$ cat config.mk
export PLATFORM = sky130hd
export DESIGN_NAME = csa_bist_reconfig_ctrl_flat
export DESIGN_NICKNAME = d
export VERILOG_FILES = /design/src/rtl/csa_ft_pkg.sv /design/src/rtl/csa_bist_reconfig_ctrl_if.sv /design/src/rtl/csa_cfg_map.sv /design/src/rtl/csa_bist_reconfig_ctrl.sv /design/src/flat_wrapper.sv
export SDC_FILE = /design/constraint.sdc
export NUM_CORES = 1
export LEC_CHECK = 0
export ABC_AREA = 1
export CORE_MARGIN = 3
export CORE_UTILIZATION = 50
export DETAILED_ROUTE_END_ITERATION = 8
export GPL_TIMING_DRIVEN = 0
export PLACE_DENSITY_LB_ADDON = 0.25
export SETUP_SLACK_MARGIN = 0.15
export SLEW_MARGIN = 5
export SYNTH_ARGS = -nofsm -noshare
export SYNTH_HDL_FRONTEND = slang
export SYNTH_SLANG_ARGS = --single-unit
$ cat constraint.sdc
create_clock -name clk -period 4.3 [get_ports clk]
set_clock_uncertainty 0.05 [all_clocks]
set_input_delay 0.43 -clock clk [delete_from_list [all_inputs] [get_ports clk]]
set_output_delay 0.43 -clock clk [all_outputs]
set_load 0.05 [all_outputs]
$ cat src/rtl/csa_ft_pkg.sv
// Shared constants, types and helper functions for the fault-tolerant carry-select
// adder BIST and reconfiguration slice.
package csa_ft_pkg;

    localparam int NUM_UNITS = 6;
    localparam int NUM_OBS   = 5;
    localparam int NUM_SLOTS = 4;
    localparam int NUM_VEC   = 16;
    localparam int CSC_W     = 6;

    typedef enum logic [2:0] {
        ST_IDLE,
        ST_DRIVE,
        ST_CHECK,
        ST_MAP,
        ST_DONE
    } state_t;

    typedef struct packed {
        logic [2:0] is0;
        logic [2:0] is1;
        logic [3:0] ss0;
        logic [3:0] ss1;
    } cfg_t;

    // u[j] is the physical unit serving logical slot j.
    typedef logic [NUM_SLOTS-1:0][2:0] slot_map_t;

    // Test-mode response of one 2-bit carry-select unit for vector {x1,y1,x0,y0}.
    function automatic logic [CSC_W-1:0] csc_golden(input logic [3:0] vec);
        logic [1:0] x;
        logic [1:0] y;
        logic [1:0] c1;
        logic [1:0] c0;
        logic [1:0] s1;
        logic [1:0] s0;
        logic       k0;
        logic       k1;
        x = {vec[3], vec[1]};
        y = {vec[2], vec[0]};
        for (int i = 0; i < 2; i++) begin
            c1[i] = x[i] ^ y[i];
            c0[i] = (x[i] & y[i]) ^ ~(x[i] ^ y[i]);
            s1[i] = ~(x[i] ^ y[i]);
            s0[i] = x[i] ^ y[i];
        end
        k0 = c0[0];
        k1 = c1[0];
        return {k1 ? c1[1] : c0[1],
                k0 ? c1[1] : c0[1],
                k1 ? s1[1] : s0[1],
                s1[0],
                k0 ? s1[1] : s0[1],
                s0[0]};
    endfunction

    // Offsets never decrease from slot to slot, so counting the slots shifted by at
    // least one (is0) and by two (is1) fully describes the input steering.
    function automatic logic [5:0] in_sel(input slot_map_t u);
        logic [2:0] n1;
        logic [2:0] n2;
        logic [2:0] d;
        n1 = '0;
        n2 = '0;
        for (int j = 0; j < NUM_SLOTS; j++) begin
            d  = u[j] - 3'(j);
            n1 = n1 + {2'b00, (d != 3'd0)};
            n2 = n2 + {2'b00, (d == 3'd2)};
        end
        return {n2, n1};
    endfunction

endpackage

$ cat src/rtl/csa_bist_reconfig_ctrl_if.sv
// Handshake and datapath-facing signals of the BIST/reconfiguration controller.
interface csa_bist_reconfig_ctrl_if;
    import csa_ft_pkg::*;

    logic                     start;
    logic [NUM_OBS*CSC_W-1:0] actual_output;
    logic                     test;
    logic [3:0]               test_data;
    logic [2:0]               is0;
    logic [2:0]               is1;
    logic [3:0]               ss0;
    logic [3:0]               ss1;
    logic                     busy;
    logic                     done;
    logic                     cfg_valid;
    logic                     fatal;
    logic [NUM_OBS-1:0]       fault_mask;

    modport master (
        input  start, actual_output,
        output test, test_data, is0, is1, ss0, ss1,
               busy, done, cfg_valid, fatal, fault_mask
    );

    modport slave (
        output start, actual_output,
        input  test, test_data, is0, is1, ss0, ss1,
               busy, done, cfg_valid, fatal, fault_mask
    );

endinterface

$ cat src/rtl/csa_cfg_map.sv
// Combinational map from the sticky fault mask to the slot steering configuration;
// unit 5 is the untested spare and always counts as healthy.
module csa_cfg_map
    import csa_ft_pkg::*;
(
    input  logic [NUM_OBS-1:0] fault_mask,
    output cfg_t               cfg,
    output logic               too_many
);

    logic [NUM_UNITS-1:0]      healthy;
    slot_map_t                 u;
    logic [NUM_SLOTS-1:0][2:0] d;

    assign healthy  = {1'b1, ~fault_mask};
    assign too_many = ($countones(fault_mask) > 2);

    // Each slot takes the lowest healthy unit above the one chosen for the previous slot.
    always_comb begin
        int   nxt;
        logic found;
        // NOTE: every always_comb output gets a default first so no latch is inferred.
        u     = '0;
        nxt   = 0;
        found = 1'b0;
        for (int j = 0; j < NUM_SLOTS; j++) begin
            found = 1'b0;
            for (int k = 0; k < NUM_UNITS; k++) begin
                if (!found && k >= nxt && healthy[k]) begin
                    u[j]  = 3'(k);
                    nxt   = k + 1;
                    found = 1'b1;
                end
            end
        end
    end

    always_comb begin
        for (int j = 0; j < NUM_SLOTS; j++) begin
            d[j] = u[j] - 3'(j);
        end
    end

    always_comb begin
        cfg              = '0;
        {cfg.is1, cfg.is0} = in_sel(u);
        cfg.ss0[0]       = (d[0] == 3'd1);
        for (int k = 1; k < NUM_SLOTS; k++) begin
            cfg.ss0[k] = (d[k] == 3'd1) || (d[k-1] == 3'd2);
        end
        for (int k = 0; k < NUM_SLOTS; k++) begin
            cfg.ss1[k] = (d[k] == 3'd2);
        end
    end

endmodule

$ cat src/rtl/csa_bist_reconfig_ctrl.sv
// Sweeps all test vectors through the adder in test mode, accumulates a sticky fault
// mask and commits a steering configuration that routes around up to two bad units.
module csa_bist_reconfig_ctrl
    import csa_ft_pkg::*;
#(
    parameter int SETTLE_CYC = 1
) (
    input logic                      clk,
    input logic                      rst,
    csa_bist_reconfig_ctrl_if.master bus
);

    state_t             state;
    logic [2:0]         wait_cnt;
    logic [3:0]         vec;
    logic               test_q;
    cfg_t               cfg_q;
    logic               busy_q;
    logic               done_q;
    logic               cfg_valid_q;
    logic               fatal_q;
    logic [NUM_OBS-1:0] fault_mask_q;

    cfg_t               cfg_next;
    logic               too_many;
    logic [CSC_W-1:0]   golden;
    logic [NUM_OBS-1:0] miscompare;

    csa_cfg_map u_cfg_map (
        .fault_mask (fault_mask_q),
        .cfg        (cfg_next),
        .too_many   (too_many)
    );

    assign golden = csc_golden(vec);

    always_comb begin
        for (int k = 0; k < NUM_OBS; k++) begin
            miscompare[k] = (bus.actual_output[CSC_W*k +: CSC_W] != golden);
        end
    end

    // NOTE: sequential state uses non-blocking assignments so every register sees pre-edge values.
    always_ff @(posedge clk) begin
        if (rst) begin
            state        <= ST_IDLE;
            wait_cnt     <= '0;
            vec          <= '0;
            test_q       <= 1'b0;
            cfg_q        <= '0;
            busy_q       <= 1'b0;
            done_q       <= 1'b0;
            cfg_valid_q  <= 1'b1;
            fatal_q      <= 1'b0;
            fault_mask_q <= '0;
        end else begin
            done_q <= 1'b0;
            unique case (state)
                ST_IDLE: begin
                    if (bus.start) begin
                        state        <= ST_DRIVE;
                        vec          <= '0;
                        wait_cnt     <= '0;
                        test_q       <= 1'b1;
                        busy_q       <= 1'b1;
                        fault_mask_q <= '0;
                        fatal_q      <= 1'b0;
                        cfg_valid_q  <= 1'b0;
                    end
                end
                ST_DRIVE: begin
                    if (wait_cnt == 3'(SETTLE_CYC - 1)) begin
                        state <= ST_CHECK;
                    end else begin
                        wait_cnt <= wait_cnt + 3'd1;
                    end
                end
                ST_CHECK: begin
                    fault_mask_q <= fault_mask_q | miscompare;
                    if (vec == 4'(NUM_VEC - 1)) begin
                        state  <= ST_MAP;
                        test_q <= 1'b0;
                    end else begin
                        state    <= ST_DRIVE;
                        vec      <= vec + 4'd1;
                        wait_cnt <= '0;
                    end
                end
                ST_MAP: begin
                    // A failed map leaves the previously committed selects in place.
                    if (too_many) begin
                        fatal_q <= 1'b1;
                    end else begin
                        cfg_q       <= cfg_next;
                        cfg_valid_q <= 1'b1;
                    end
                    done_q <= 1'b1;
                    state  <= ST_DONE;
                end
                ST_DONE: begin
                    busy_q <= 1'b0;
                    state  <= ST_IDLE;
                end
                default: state <= ST_IDLE;
            endcase
        end
    end

    assign bus.test       = test_q;
    assign bus.test_data  = vec;
    assign bus.is0        = cfg_q.is0;
    assign bus.is1        = cfg_q.is1;
    assign bus.ss0        = cfg_q.ss0;
    assign bus.ss1        = cfg_q.ss1;
    assign bus.busy       = busy_q;
    assign bus.done       = done_q;
    assign bus.cfg_valid  = cfg_valid_q;
    assign bus.fatal      = fatal_q;
    assign bus.fault_mask = fault_mask_q;

endmodule
$ cat src/flat_wrapper.sv
// flat-port wrapper written by rule: the top's interface ports become plain ports
module csa_bist_reconfig_ctrl_flat import csa_ft_pkg::*;
#(
    parameter int SETTLE_CYC = 1
)
  (clk, rst, bus_start, bus_actual_output, bus_test, bus_test_data, bus_is0, bus_is1, bus_ss0, bus_ss1, bus_busy, bus_done, bus_cfg_valid, bus_fatal, bus_fault_mask);
  csa_bist_reconfig_ctrl_if bus_i ();
  input logic clk;
  input logic rst;
  input wire logic [$bits(bus_i.start)-1:0] bus_start;
  input wire logic [$bits(bus_i.actual_output)-1:0] bus_actual_output;
  output wire logic [$bits(bus_i.test)-1:0] bus_test;
  output wire logic [$bits(bus_i.test_data)-1:0] bus_test_data;
  output wire logic [$bits(bus_i.is0)-1:0] bus_is0;
  output wire logic [$bits(bus_i.is1)-1:0] bus_is1;
  output wire logic [$bits(bus_i.ss0)-1:0] bus_ss0;
  output wire logic [$bits(bus_i.ss1)-1:0] bus_ss1;
  output wire logic [$bits(bus_i.busy)-1:0] bus_busy;
  output wire logic [$bits(bus_i.done)-1:0] bus_done;
  output wire logic [$bits(bus_i.cfg_valid)-1:0] bus_cfg_valid;
  output wire logic [$bits(bus_i.fatal)-1:0] bus_fatal;
  output wire logic [$bits(bus_i.fault_mask)-1:0] bus_fault_mask;
  assign bus_i.start = bus_start;
  assign bus_i.actual_output = bus_actual_output;
  assign bus_test = bus_i.test;
  assign bus_test_data = bus_i.test_data;
  assign bus_is0 = bus_i.is0;
  assign bus_is1 = bus_i.is1;
  assign bus_ss0 = bus_i.ss0;
  assign bus_ss1 = bus_i.ss1;
  assign bus_busy = bus_i.busy;
  assign bus_done = bus_i.done;
  assign bus_cfg_valid = bus_i.cfg_valid;
  assign bus_fatal = bus_i.fatal;
  assign bus_fault_mask = bus_i.fault_mask;
  csa_bist_reconfig_ctrl #(.SETTLE_CYC(SETTLE_CYC)) u_core (.clk(clk), .rst(rst), .bus(bus_i));
endmodule
# ---- After elaboration in Yosys (flattened, before gate mapping)
# Index checks and enable logic that the tools add are counted.
dict set report totals {
  ff_bits 34
}
dict set report classes {
  n_addsub 15
  eq_ne 25
  bitwise 11
  n_lt_le_gt_ge 24
  n_reduce_logical 81
  n_mux 90
}
# cell count
set ops {}
lappend ops {{two-way mux 32 bit} 19}
lappend ops {{greater-or-equal comparator 3 x 32 -> 1 bit, first input constant} 8}
lappend ops {{greater-or-equal comparator 4 x 32 -> 1 bit, first input constant} 8}
lappend ops {{greater-or-equal comparator 1 x 32 -> 1 bit, first input constant} 3}
lappend ops {{greater-or-equal comparator 2 x 32 -> 1 bit, first input constant} 3}
lappend ops {{two-way mux 3 bit} 20}
lappend ops {{logical AND 1 bit} 39}
lappend ops {{two-way mux 1 bit} 35}
lappend ops {{!= test 6 bit} 5}
lappend ops {{zero test 1 bit} 20}
lappend ops {{== test 3 x 2 -> 1 bit, second input constant} 6}
lappend ops {{== test 3 x 1 -> 1 bit, second input constant} 5}
lappend ops {{nonzero test 3 bit} 5}
lappend ops {{case mux 3 bit (4 select lines)} 1}
lappend ops {{AND reduction 3 bit} 4}
lappend ops {{two-way mux 2 bit} 5}
lappend ops {{case mux 5 bit (2 select lines)} 1}
lappend ops {{case mux 3 bit (3 select lines)} 1}
lappend ops {{adder 1 x 1 -> 2 bit} 4}
lappend ops {{two-way mux 4 bit} 2}
lappend ops {{!= test 2 bit, second input constant} 4}
lappend ops {{case mux 1 bit (2 select lines)} 4}
lappend ops {{case mux 4 bit (2 select lines)} 1}
lappend ops {{AND reduction 2 bit} 4}
lappend ops {{other kinds (23)} 39}

# ---- Longest topological paths before layout
dict set report logic_depth {
  depth_word 90
  ltp_mapped 17
  mapped_depth_nobuf 17
}

# ---- Modules after synthesis
# From an unflattened synthesis, not the netlist that was laid out.
dict set report unflattened {
  hier_cells 376
  hier_area_um2 2421.1
}
# module instances area_per_inst_um2 seq_area_each_um2 cells_per_inst
set modules_own_cells {}
lappend modules_own_cells {csa_bist_reconfig_ctrl 1 1989.4 680.7 317}
lappend modules_own_cells {csa_cfg_map 1 431.7 0.0 59}

# ---- Least setup slack after synthesis
# No wires, ideal clock.
dict set report synth_timing {
  kind {register -> register}
  start {reg u_core.fault_mask_q[1], in the netlist u_core.bus.fault_mask[1]}
  end {reg u_core.cfg_q, in the netlist u_core.bus.is1[1]}
  t_required_ns 4.133
  setup_slack_ns 1.159
  period_less_slack_ns 3.141
  arrival_ns 2.974
  n_path_buf 0
  stages_incl_launch_ff 18
  setup_time_ns 0.117
  path_cell_list {dfxtp_1 -> ha_1 -> inv_2 -> nand2_2 -> nand2_1 -> clkinv_2 -> nand3_4 -> o21ai_2 -> nand2_2 -> nand2_4 -> inv_2 -> o21ai_2 -> nand2_1 -> nor2_1 -> fa_1 -> ha_1 -> ha_1 -> a22o_1}
}
# element line
set synth_rtl {}
lappend synth_rtl {{start: declaration} csa_bist_reconfig_ctrl.sv:22} ;# logic [NUM_OBS-1:0] fault_mask_q;
lappend synth_rtl {{start signal: assignment} csa_bist_reconfig_ctrl.sv:79} ;# fault_mask_q <= fault_mask_q | miscompare;
lappend synth_rtl {{end signal: assignment} csa_bist_reconfig_ctrl.sv:94} ;# cfg_q <= cfg_next;
lappend synth_rtl {{end: declaration} csa_bist_reconfig_ctrl.sv:17} ;# cfg_t cfg_q;

==> results.py <==
metrics = {
    "synthesis": {
        "avgSynthCellArea_um2": 7.52,
        "seq_area_frac_synth": 0.313,
        "ys_ff_latch": 34,
        "syn_area_um2": 2170,
        "netlist-cell-type-count": 43,
        "syn-instance-count": 289,
        "synthesis.nets": 340,
        "ys.warnings.count": 0,
        "synth_area_leader_cell": "dfxtp_1",
        "synth_top_cell_area_share": 0.313,
        "synthTopCellsByArea": "dfxtp_1 (31%), ha_1 (8.1%), inv_1 (7.1%), nand2_1 (7.1%), a21oi_1 (4.8%)",
    },
    "cells_and_area": {
        "final_common_cell": "clkdlybuf4s50_1",
        "area_delta_synth_final_pct": 34.3,
        "final_cell_mix": "clkdlybuf4s50_1 (59), inv_1 (41), nand2_1 (41), dfxtp_1 (34), nor2_1 (25)",
        "drive_gt1_frac": 0.0927,
        "fill_cells": 364,
        "insertedDiodeCount": 0,
        "nets": 406,
    },
    "min_path": {
        "min_to": "u_core.bus.ss1[3]",
        "hold_path_startpoint": "u_core.bus.ss1[3]",
        "hold_depth": 2,
        "hold_path_class": "flip-flop to flip-flop",
    },
    "floorplan": {
        "start_util": 0.532,
        "die-height_um": 71.9,
        "die-area_um2": 5170,
        "fp-row-count": 23,
        "dieWidth_um": 71.9,
        "core-area_um2": 4090,
        "pin_count": 61,
    },
    "route": {
        "wl_met3_um": 191,
        "routed.top_layer": "met4",
        "wl_um": 5240,
        "wire_per_inst_um": 12.9,
        "wl_met1_um": 2210,
        "num_vias": 2104,
        "drt-initial-drc-count": 66,
        "avgViaCountPerCell": 5.18,
        "drt-pass1-iter-count": 4,
        "post-route-drc-count": 0,
        "wl_met2_um": 2740,
        "ant_nets": 0,
    },
    "timing": {
        "fin_crit_ps": 3110,
        "worst_slew_pin_slew_ps": 612,
        "whs_ps": 407,
        "fmax_ghz": 0.321,
        "max_slew_margin": 0.590,
        "finalMaxSlewViolations": 0,
        "setup_violations": 0,
        "fin_ws_ps": 1190,
        "setup_tns_ps": 0,
        "period_share": 0.724,
        "rsz0062_at_grt": "false",
        "hold_viol_final": 0,
    },
    "worst_setup_path": {
        "rrSetupSlack_ps": 1190,
        "cp_num_cells": 17,
        "path_buf_inv": 3,
        "r2r_cells": 17,
        "cp-start-kind": "flip-flop",
        "crit_top_cell": "ha_1",
        "end_kind": "flip-flop",
        "cp_slowest_cell": "dfxtp_1",
        "regToRegEndpoint": "u_core.bus.is1[1]",
        "crit_path_max_incr_delay_ps": 530,
        "crit_path_start": "u_core.bus.fault_mask[0]",
        "path_max_fanout": 6,
        "cp_top_family": "adder cells",
        "worstReg2RegStart": "u_core.bus.fault_mask[0]",
        "worstSetupPathType": "flip-flop to flip-flop",
        "crit_chain": "ha_1, inv_2, nand2_2, nand2_1, clkinv_2, nand3_4, o21ai_2, nand2_2, nand2_4, inv_2, o21ai_2, nand2_1, nor2_1, fa_1, ha_1, ha_1, a22o_1",
        "crit_required_ps": 4430,
        "cp.arrival_ps": 3240,
    },
    "power": {
        "peakVddDrop_mv": 0.200,
        "netSwitchingPower_mw": 0.281,
        "p_per_area_nw_per_um2": 291,
        "netSwitchingFraction": 0.331,
        "p_seq_frac": 0.400,
        "internal_power_mw": 0.569,
        "leakage_nw": 1.30,
        "p_clk_frac": 0.290,
        "pwr-share-comb": 0.310,
    },
    "clock_network": {
        "cts_hold_buf": 0,
        "clkSinkCount": 34,
        "clk_latency_ps": 280,
        "numCtsBuffers": 5,
        "cts_resized": 0,
        "clockRootBuffer": "clkbuf_8",
        "cts.path.max_buffers": 2,
        "cts_max_level": 2,
        "clkTransAtPathRegs_ps": 70,
        "cts_setup_buffers": 0,
        "cts_tree": "done",
    },
    "global_route": {
        "grt_start_max_net_pins": 11,
        "antenna_found_initial": 0,
        "grt_first_pass_wirelength_um": 9060,
        "gr-usage-all-layers": 0.218,
        "first_global_vias": 2128,
        "grt_overflow": 0,
    },
    "place": {
        "dp_hpwl_um": 4130,
        "port-buffer-count": 59,
        "gp_congestion": 0.825,
        "place_ws_ps": 1190,
    },
    "flow_run": {
        "max_cap_viol_count": 0,
    },
    "outcome": {
        "status": "finished, final reports clean",
    },
}
==> cell usage after synthesis <==
master,n
a2111oi_0,1
a211oi_1,4
a21boi_0,1
a21oi_1,21
a22o_1,7
a22oi_1,1
a31oi_1,2
and2_1,1
buf_2,1
buf_4,1
buf_6,1
clkbuf_1,3
clkinv_2,1
dfxtp_1,34
fa_1,4
ha_1,14
inv_1,41
inv_2,7
nand2_1,41
nand2_2,3
nand2_4,1
nand3_1,7
nand3_2,2
nand3_4,1
nand3b_1,4
nand4_1,4
nor2_1,25
nor2_2,2
nor2_4,1
nor3_1,17
nor3_2,1
nor4_1,1
o211a_1,1
o211ai_1,1
o21ai_0,7
o21ai_1,2
o21ai_2,3
o22ai_1,4
o31ai_1,1
or2_1,1
or2_2,1
xnor2_1,10
xor2_1,3
==> how the worst max path moves through the flow <==
stage,endpoint,slack (ps)
after floorplan,u_core.bus.is1[1],1160
after global placement,u_core.bus.is1[1],1270
after detailed placement,u_core.bus.is1[1],1190
after CTS,u_core.bus.is1[1],1160
after global routing,u_core.bus.is1[1],970
final,u_core.bus.is1[1],1190
==> cell families (layout without fill, tap and decap cells) <==
kind of cell               after synthesis  in the layout  synth area share
AOI/OAI and AO/OA                       56             56             0.163
xor gates and xnor gates                13             13            0.0524
adders and majority gates               18             18             0.117
buffers and inverters                   55            122             0.101
DFF                                     34             34             0.313
and+or+nand+nor                        113            113             0.253
==> layout make-up <==
type	instances	area, µm²	area share
multi-input combinational	200	1270	0.436
sequential	34	681	0.233
timing repair buffer	59	591	0.202
inverter	49	185	0.0635
clock buffer	7	86.3	0.0296
tap	50	62.6	0.0214
buffer	6	35.0	0.0120
clock inverter	1	5.00	0.00172
==> flip-flops by register name, summed over array words and instances (netlist names) <==
name	flops
u_core.bus.test	1
u_core.bus.fatal	1
u_core.bus.is0	3
u_core.bus.test_data	4
u_core.bus.cfg_valid	1
u_core.state	3
u_core.bus.busy	1
u_core.bus.fault_mask	5
u_core.bus.is1	3
u_core.bus.ss0	4
u_core.wait_cnt	3
u_core.bus.done	1
u_core.bus.ss1	4
==> worst register-to-register path: stages (launching register included) <==
cell and delay [ps]:
dfxtp_1 530, ha_1 380, inv_2 80, nand2_2 80, nand2_1 70, clkinv_2 60, nand3_4 110, o21ai_2 110
nand2_2 100, nand2_4 80, inv_2 30, o21ai_2 50, nand2_1 70, nor2_1 130, fa_1 440, ha_1 200
ha_1 270, a22o_1 170
==> metrics by stage <==
stage,utilization,std cells,power (mW),area [µm²]
after floorplan,-,289,0.527,2170
after global placement,0.692,398,0.601,2830
after detailed placement,0.692,398,0.611,2830
after CTS,0.714,406,0.856,2920
after global routing,0.714,406,0.898,2920
final,0.714,406,0.850,2920
==> routing by layer <==
metal / GRT usage / vias up
li1: - / 1086
met1: 0.252 / 962
met2: 0.402 / 46
met3: 0.0402 / 10
met4: 0.0731 / 0
met5: 0 / -
==> power by group through the flow <==
stage / Combinational (mW) / Sequential (mW) / Clock [mW]
global placement: 0.255 / 0.347 / 0
finish: 0.264 / 0.340 / 0.246
CTS: 0.265 / 0.340 / 0.251
global route: 0.293 / 0.341 / 0.264
detailed placement: 0.264 / 0.347 / 0
floorplan: 0.153 / 0.374 / 0
Note: power is estimated with default switching activity, not from simulation.
